--- src/rtl/decoder_n_scan.sv ---
// decoder_n_scan: registered N-to-2^N one-hot decoder with DIRECT and SCAN modes.
//   DIRECT: a load strobe captures d and drives one-hot(d) on y one cycle later.
//   SCAN  : the asserted line walks 0..2^N-1 (or from a loaded start index),
//           each line held for DWELL cycles; wrap pulses on the 2^N-1 -> 0 step.
// Optional build macro DEC_SKIP_MASK_EN adds a skip_mask input; masked lines are
// skipped during SCAN and consume no dwell. Without the macro every line is visited.
//
// Parameters:
//   N          select width, y is 2**N wide (1..6)
//   DWELL      cycles per line in SCAN (1..255)
//   ACTIVE_LOW 1 inverts y only
// Ports:
//   clk        rising-edge clock
//   rst        synchronous active-high reset
//   en         block enable, 0 forces outputs idle
//   mode       0 = DIRECT, 1 = SCAN
//   load       strobe capturing d
//   d          select value / scan start index
//   skip_mask  (DEC_SKIP_MASK_EN only) per-line scan skip
//   y          registered one-hot output
//   idx        index of the currently asserted line
//   wrap       one-cycle pulse on scan wrap
//   busy       high while in SCAN
module decoder_n_scan #(
  parameter int unsigned N          = 3,
  parameter int unsigned DWELL      = 4,
  parameter bit          ACTIVE_LOW = 1'b0
) (
  input  logic            clk,
  input  logic            rst,
  input  logic            en,
  input  logic            mode,
  input  logic            load,
  input  logic [N-1:0]    d,
`ifdef DEC_SKIP_MASK_EN
  input  logic [2**N-1:0] skip_mask,
`endif
  output logic [2**N-1:0] y,
  output logic [N-1:0]    idx,
  output logic            wrap,
  output logic            busy
);

  localparam int unsigned OW = 2**N;
  localparam int unsigned DW = 8;
  localparam logic [OW-1:0] Y_IDLE = ACTIVE_LOW ? {OW{1'b1}} : {OW{1'b0}};

  typedef enum logic [1:0] {
    ST_IDLE   = 2'd0,
    ST_DIRECT = 2'd1,
    ST_SCAN   = 2'd2
  } state_t;

  state_t          state;
  logic [DW-1:0]   dwell;
  logic [OW-1:0]   mask;

`ifdef DEC_SKIP_MASK_EN
  assign mask = skip_mask;
`else
  assign mask = {OW{1'b0}};
`endif

  // One-hot pattern for a line index, before polarity.
  function automatic logic [OW-1:0] one_hot(input logic [N-1:0] i);
    logic [OW-1:0] v;
    v    = {OW{1'b0}};
    v[i] = 1'b1;
    return v;
  endfunction

  // Apply output polarity.
  function automatic logic [OW-1:0] drive(input logic [OW-1:0] v);
    return ACTIVE_LOW ? ~v : v;
  endfunction

  // First unmasked index at/after start (skip=0) or strictly after start (skip=1),
  // circularly. Returns start when every line is masked.
  function automatic logic [N-1:0] seek_pos(input logic [N-1:0]  start,
                                            input logic          skip,
                                            input logic [OW-1:0] m);
    logic [N-1:0] pos;
    logic [N-1:0] cand;
    logic         hit;
    pos = start;
    hit = 1'b0;
    for (int unsigned k = 0; k < OW; k++) begin
      cand = N'(32'(start) + k + 32'(skip));
      if (!hit && !m[cand]) begin
        hit = 1'b1;
        pos = cand;
      end
    end
    return pos;
  endfunction

  // True when the advance from start to the next unmasked line passes index OW-1.
  function automatic logic seek_wrap(input logic [N-1:0]  start,
                                     input logic [OW-1:0] m);
    logic [31:0]  s;
    logic [N-1:0] cand;
    logic         hit;
    logic         wr;
    hit = 1'b0;
    wr  = 1'b0;
    for (int unsigned k = 0; k < OW; k++) begin
      s    = 32'(start) + k + 32'd1;
      cand = N'(s);
      if (!hit && !m[cand]) begin
        hit = 1'b1;
        wr  = (s >= OW);
      end
    end
    return wr;
  endfunction

  logic [N-1:0] ent_base;
  logic [N-1:0] ent_idx;
  logic [N-1:0] adv_idx;
  logic         adv_wrap;
  logic [N-1:0] cur_idx;
  logic         any_free;
  logic         cur_masked;
  logic         dwell_done;

  // Candidate indices for scan entry, normal advance and mask-change recovery.
  always_comb begin
    ent_base   = load ? d : {N{1'b0}};
    ent_idx    = seek_pos(ent_base, 1'b0, mask);
    adv_idx    = seek_pos(idx, 1'b1, mask);
    adv_wrap   = seek_wrap(idx, mask);
    cur_idx    = seek_pos(idx, 1'b0, mask);
    any_free   = |(~mask);
    cur_masked = mask[idx];
    dwell_done = (dwell == DW'(DWELL - 1));
  end

  // State machine; priority rst > !en > load > mode.
  always_ff @(posedge clk) begin
    if (rst) begin
      state <= ST_IDLE;
      dwell <= '0;
      idx   <= '0;
      y     <= Y_IDLE;
      wrap  <= 1'b0;
      busy  <= 1'b0;
    end else if (!en) begin
      state <= ST_IDLE;
      dwell <= '0;
      y     <= Y_IDLE;
      wrap  <= 1'b0;
      busy  <= 1'b0;
    end else if (load && !mode) begin
      state <= ST_DIRECT;
      dwell <= '0;
      idx   <= d;
      y     <= drive(one_hot(d));
      wrap  <= 1'b0;
      busy  <= 1'b0;
    end else if (mode && (load || state != ST_SCAN)) begin
      // Scan entry or restart; never pulses wrap.
      state <= ST_SCAN;
      dwell <= '0;
      wrap  <= 1'b0;
      busy  <= 1'b1;
      if (any_free) begin
        idx <= ent_idx;
        y   <= drive(one_hot(ent_idx));
      end else begin
        y   <= Y_IDLE;
      end
    end else if (mode) begin
      busy <= 1'b1;
      if (!any_free) begin
        // Everything masked: park with no line asserted.
        dwell <= '0;
        y     <= Y_IDLE;
        wrap  <= 1'b0;
      end else if (cur_masked || y == Y_IDLE) begin
        // Mask changed under us: move to the nearest allowed line.
        dwell <= '0;
        idx   <= cur_idx;
        y     <= drive(one_hot(cur_idx));
        wrap  <= 1'b0;
      end else if (dwell_done) begin
        dwell <= '0;
        idx   <= adv_idx;
        y     <= drive(one_hot(adv_idx));
        wrap  <= adv_wrap;
      end else begin
        dwell <= dwell + DW'(1);
        wrap  <= 1'b0;
      end
    end else begin
      wrap <= 1'b0;
      if (state == ST_SCAN) begin
        // Leaving SCAN freezes the current line in DIRECT.
        state <= ST_DIRECT;
        dwell <= '0;
        y     <= drive(one_hot(idx));
        busy  <= 1'b0;
      end
    end
  end

endmodule

--- config.mk ---
export PLATFORM = sky130hd
export DESIGN_NAME = decoder_n_scan
export DESIGN_NICKNAME = d
export VERILOG_FILES = /design/src/rtl/decoder_n_scan.sv
export SDC_FILE = /design/constraint.sdc
export NUM_CORES = 1
export LEC_CHECK = 0
export CAP_MARGIN = 0
export CORE_MARGIN = 8
export CORE_UTILIZATION = 45
export CTS_CLUSTER_SIZE = 14
export DETAILED_ROUTE_END_ITERATION = 8
export GPL_TIMING_DRIVEN = 0
export PLACE_DENSITY = 0.69
export SETUP_SLACK_MARGIN = 0.02
export SYNTH_ARGS = -nofsm -noshare
export SYNTH_HDL_FRONTEND = slang
export SYNTH_SLANG_ARGS = --single-unit
export TNS_END_PERCENT = 10
--- constraint.sdc ---
create_clock -name clk -period 3.09 [get_ports clk]
set_clock_uncertainty 0.1 [all_clocks]
set_input_delay 0.927 -clock clk [delete_from_list [all_inputs] [get_ports clk]]
set_output_delay 0.927 -clock clk [all_outputs]
set_load 0.005 [all_outputs]
=== After elaboration in Yosys (flattened, before gate mapping) ===
Memory sizes are Yosys's and may differ from the RTL's. A register that Yosys moved wholly into a read port is not among the register bits.
Cells that the tools add are included.

* Register bits after elaboration: 23
* Memory bits (read-only): 184
* Input port bits: 8
* Output and inout bits: 13
* Word-level logic and storage cells: 296
* Memories kept: 23

* Add/sub/neg operators: 22
* Magnitude comparators: 40
* Eq/ne operators: 6
* Mux-type cells: 109
* Bitwise logic cells: 3
* Reduce and logical (&&, ||, !) cells: 86

{| class="wikitable"
|+ Memories
! memory !! words !! width !! rd ports !! clocked after Yosys merged registers in !! wr ports !! RTL line !! source
|-
| (name not given) || 8 || 1 || 1 || 1 || 0 || 134 || <nowiki>cur_masked = mask[idx];</nowiki>
|-
| (name not given) || 8 || 1 || 1 || 0 || 0 || 89 || <nowiki>if (!hit && !m[cand]) begin</nowiki>
|-
| (name not given) || 8 || 1 || 1 || 0 || 0 || 89 ||
|-
| (name not given) || 8 || 1 || 1 || 0 || 0 || 89 ||
|-
| (name not given) || 8 || 1 || 1 || 0 || 0 || 89 ||
|-
| (name not given) || 8 || 1 || 1 || 0 || 0 || 89 ||
|-
| 17 more memories || - || - || - || - || - || - ||
|}

{| class="wikitable"
|+ Operators with widths
! operator !! number
|-
| 32-bit by 4-bit greater-or-equal comparator with 1-bit output, second input constant || 8
|-
| 32-bit by 1-bit adder with 32-bit output, second input constant || 7
|-
| 3-bit by 4-bit < comparator with 1-bit output, second input constant || 27
|-
| 3-bit 2-to-1 mux || 30
|-
| 8-bit 2-to-1 mux || 10
|-
| 1-bit 2-to-1 mux || 61
|-
| 1-bit logical NOT || 40
|-
| 1-bit logical AND || 28
|-
| 3-bit by 3-bit adder with 4-bit output, second input constant || 4
|-
| 1-bit demux with 3-bit select || 5
|-
| 3-bit by 1-bit greater-or-equal comparator with 1-bit output, second input constant || 5
|-
| 3-bit adder, second input constant || 4
|-
| 3-bit nonzero test || 3
|-
| 3-bit by 2-bit adder with 4-bit output, second input constant || 2
|-
| 8-bit by 1-bit adder with 8-bit output, second input constant || 1
|-
| 8-bit by 2-bit equality test with 1-bit output, second input constant || 1
|-
| 8-bit logical NOT || 1
|-
| 4-bit nonzero test || 2
|-
| 7-bit OR reduction || 1
|-
| 3-bit by 2-bit adder with 3-bit output, second input constant || 2
|-
| 2-bit 2-to-1 mux || 3
|-
| 2-bit AND reduction || 3
|-
| 5-bit by 1-bit != test with 1-bit output, second input constant || 1
|-
| 3-bit by 1-bit adder with 4-bit output, second input constant || 1
|-
| 12 further kinds || 16
|}

=== Logic depth before layout (Yosys ltp) ===
* Depth after elaboration: 34
* Depth in mapped cells: 7
* Gate-level depth less buffers: 6

=== Worst setup path after synthesis ===
Ideal clock, no wire load.

* Kind: in2reg
* Start point: input port load
* End point: register y[4]
* Library setup time: 74 ps
* Data arrival time: 2,118 ps
* Required time: 2,916 ps
* Setup slack: 798 ps
* Cell stages on the path: 5
* Path buffers: 1
* Path through: clkbuf_1 a21oi_2 nand2_1 or4_1 a31oi_1

* Longest elaborated chain between the ends: 31
* Elaborated cells between the ends (all ways): 71
* Those cells by class: 7 x add/sub; 2 x order compare; 1 x eq/ne; 27 x mux; 26 x reduce/logical; 8 x memory

{| class="wikitable"
|+ Ends and longest elaborated chain
! item !! RTL line !! source
|-
| from (decl) || 33 || <nowiki>input logic load,</nowiki>
|-
| 3-bit 2-to-1 mux || 128 || <nowiki>ent_base = load ? d : {N{1'b0}};</nowiki>
|-
| 3-bit by 1-bit adder with 3-bit output || 88 || <nowiki>cand = N'(32'(start) + k + 32'(skip));</nowiki>
|-
| memory 8 x 1 bit || - ||
|-
| 1-bit 2-to-1 mux (not written as such) || 89 ||
|-
| 1-bit logical NOT || 89 ||
|-
| 1-bit logical AND || 89 ||
|-
| 1-bit 2-to-1 mux || 89 ||
|-
| 1-bit logical NOT || 89 ||
|-
| [... 15 more ...] || - ||
|-
| 1-bit logical AND || 89 ||
|-
| 3-bit 2-to-1 mux || 89 ||
|-
| 3-bit by 4-bit < comparator with 1-bit output (not written as such) / 3-bit by 1-bit greater-or-equal comparator with 1-bit output (equally long branches) || 68 || <nowiki>v[i] = 1'b1;</nowiki>
|-
| 1-bit logical AND (not written as such) || 68 ||
|-
| 1-bit 2-to-1 mux (not written as such) || 68 ||
|-
| 1-bit demux with 3-bit select || 68 ||
|-
| 8-bit 2-to-1 mux || 160 || <nowiki>end else if (mode && (load || state != ST_SCAN)) begin</nowiki>
|-
| 8-bit 2-to-1 mux || 153 || <nowiki>end else if (load && !mode) begin</nowiki>
|-
| to (signal assigned) || 157 || <nowiki>y <= drive(one_hot(d));</nowiki>
|-
| to (signal assigned) || 168 || <nowiki>y <= drive(one_hot(ent_idx));</nowiki>
|-
| to (signal assigned) || 183 || <nowiki>y <= drive(one_hot(cur_idx));</nowiki>
|-
| to (decl) || 38 || <nowiki>output logic [2**N-1:0] y,</nowiki>
|}

Several ways; a longest one is shown, not always the timed one. The select of a mux whose other input is x is not followed.
A chain may end at the register's enable or synchronous reset.

=== Worst setup path in the final report ===
* Start point: input port mode
* End point: register y[1]

* Longest elaborated chain between the ends: 4
* Elaborated cells between the ends (all ways): 9
* Those cells by class: 1 x eq/ne; 3 x mux; 5 x reduce/logical

{| class="wikitable"
|+ Ends and longest elaborated chain
! item !! RTL line !! source
|-
| from (decl) || 32 || <nowiki>input logic mode,</nowiki>
|-
| 1-bit logical NOT || 153 ||
|-
| 1-bit logical AND || 153 ||
|-
| 5-bit by 1-bit != test with 1-bit output (no source line) / 4-bit nonzero test (equally long branches) || - ||
|-
| 2-bit AND reduction (no source line) || - ||
|}

Several ways; a longest one is shown, not always the timed one.

==> impl_metrics.yaml <==
sta:
  finalSetupViolations: 0
  fmax_ghz: 0.4016
  tns_ns: 0
  final.min_clock_period_ns: 2.490
  slew_viol_final: 0
  worstMarginPinSlew_ns: 0.4650
  grt_setup_unrepaired: "false"
  post-route-period-util_pct: 80.58
  fin_ws_ns: 0.6000
  slew_headroom_pct: 68.57
  hold_violations: 0
  timing.hold.ws_ns: 0.4273
synthesis:
  ys_warn_count: 0
  synthCells: 158
  synthFlopType: "dfxtp_1"
  synth_edf_count: 0
  avgSynthCellArea_um2: 8.180
  synth_cell_types: 36
  ys_ff_latch: 23
  syn_area_um2: 1292
  async_reset_ff_share_pct: 0
  ys_seq_area_share_pct: 35.62
  synth_nets: 168
pwr:
  power_per_cell_area_nw_per_um2: 380.0
  design_power_total_uw: 588.1
  p_leak_nw: 0.4827
  ir_worst_vdd_uv: 264.1
run:
  drv_cap: 0
grt:
  grt_pass1_vias: 1172
  antenna_found_initial: 0
  grtUsageTotal_pct: 13.41
  grt_pass1_wl_mm: 5.575
  grt_start_max_net_pins: 13
  grt-ovfl-total: 0
layout:
  final_layout_size_suffix_gt1_share_pct: 8.287
  fin_nets: 192
  area_growth_pct: 19.75
  multi_input_area_um2: 780.7
  final_cell_mix: "dfxtp_1 (23), nor2_1 (21), clkdlybuf4s50_1 (19)"
  regArea_um2: 460.4
  antenna_cells: 0
  mostFrequentLayoutCell: "dfxtp_1"
  utilization_pct: 56.61
  nFillCells: 255
clock_network:
  clkSlewWorstSetupHoldPaths_ns: 0.13
  cts_made_buffers: 3
  htree_levels: 1
  insertion_delay_ns: 0.31
  cts_max_path_buffers: 2
  cts_resized: 0
  post_cts_buffers: 0
  cts-root-buf: "clkbuf_4"
  cts_tree: "done"
  hold_buffers: 0
  cts.sinks: 23
critical_path:
  endpoint_kind: "flop"
  cpPeakStageDelay_ns: 0.50
  path_class: "input pin to flop"
  worstPathArrival_ns: 2.64
  worstSetupStartpointType: "input pin"
  r2r_start: "dwell[0]"
  crit_top_cell: "buf_2"
  crit_start: "mode"
  cp_cell_sequence: "clkdlybuf4s50_1 -> buf_2 -> o21ai_1 -> buf_2 -> or4_1 -> a31oi_1"
  worst_path_max_delay_cell: "or4_1"
  path_buf_inv: 3
  cp_data_required_time_ns: 3.24
  critPathMaxFanout: 10
  critPathTopFamily: "buffers and inverters"
placed_design:
  dp_hpwl_mm: 2.462
  place_ws_ns: 0.2677
  port_buffers: 19
  gp_congestion: 0.8637
die:
  fp.dieW_um: 69.59
  die_h_um: 69.59
  initial_core_util_pct: 47.28
  ios: 21
  rows: 19
  die_area_um2: 4843
  core_um2: 2734
drt:
  ant_nets: 0
  drt_drc_violations_left: 0
  dr_total_vias: 1258
  wl_mm: 3.200
  drt-initial-drc-count: 68
  drt-pass1-iter-count: 4
  wl_per_cell_um: 15.09
  routed_via_density: 5.934
min_path:
  hp-start: "state[1]"
  hp-class: "flop to flop"
status:
  status: "completed"
where the power goes:
group / switching [mW] / total, mW / internal (mW)
registers: 0.00959 / 0.316 / 0.306
clock network: 0.0919 / 0.142 / 0.0505
logic: 0.0721 / 0.130 / 0.0581
synthesized netlist by cell type (all sizes together), types with 5 or more instances:
cell type | count | area share, %
nor2b | 7 | 3.4
buf | 5 | 2.8
a31oi | 19 | 10
o21ai | 11 | 4.3
nand4 | 7 | 3.4
a21oi | 5 | 2.2
dfxtp | 23 | 36
or4 | 6 | 4.1
nor2 | 21 | 6.1
nand2 | 9 | 2.6
nor3 | 8 | 3.1
metrics by stage:
step           std cells  instance area [um2]
2_1_floorplan        158                 1292
3_3_place_gp         208                 1521
3_5_place_dp         208                 1521
4_1_cts              212                 1548
5_1_grt              212                 1548
6_report             212                 1548
worst min-delay path, cell delays in order (launching register included):
cell,delay (ns)
dfxtp_1,0.36
nand4_1,0.09
nor3_1,0.04
area by class of cell:
| class | instances | share of cell area, % |
|---|---|---|
| Buffer | 7 | 2.829 |
| Timing Repair Buffer | 19 | 12.29 |
| Multi-Input combinational cell | 126 | 50.44 |
| Tap cell | 31 | 2.506 |
| Inverter | 2 | 0.4850 |
| Sequential cell | 23 | 29.75 |
| Clock buffer | 4 | 1.698 |
metal layers:
metal / global-route usage (%) / vias up / part of all wire [%]
li1: - / 636 / -
met1: 18.38 / 578 / 49
met2: 19.98 / 40 / 45
met3: 3.147 / 4 / 5.7
met4: 4.100 / 0 / 0.84
met5: 0 / - / 0
sequential cells by signal (all words and copies together) (netlist names):
name,flops
dwell,8
wrap,1
state,2
busy,1
idx,3
y,8
kinds of logic (layout without fill, tap and decap cells):
| kind of cell | Yosys count | count (layout) | share of synthesized area, % |
|---|---|---|---|
| xor gates and xnor gates | 8 | 8 | 5.421 |
| buffers and inverters | 9 | 32 | 3.969 |
| DFF | 23 | 23 | 35.62 |
| AOI/OAI and AO/OA | 44 | 44 | 23.23 |
| and+or+nand+nor | 72 | 72 | 29.82 |
| adders and majority gates | 2 | 2 | 1.936 |
final timing paths:
| check | depth (start not counted) | slack (ns) | to |
|---|---|---|---|
| max | 6 | 0.60 | y[1] |
| min | 2 | 0.43 | wrap |
| max reg2reg | 6 | 1.00 | idx[2] |
| min reg2reg | 2 | 0.43 | wrap |
Note: power is estimated with default switching activity, not from simulation.
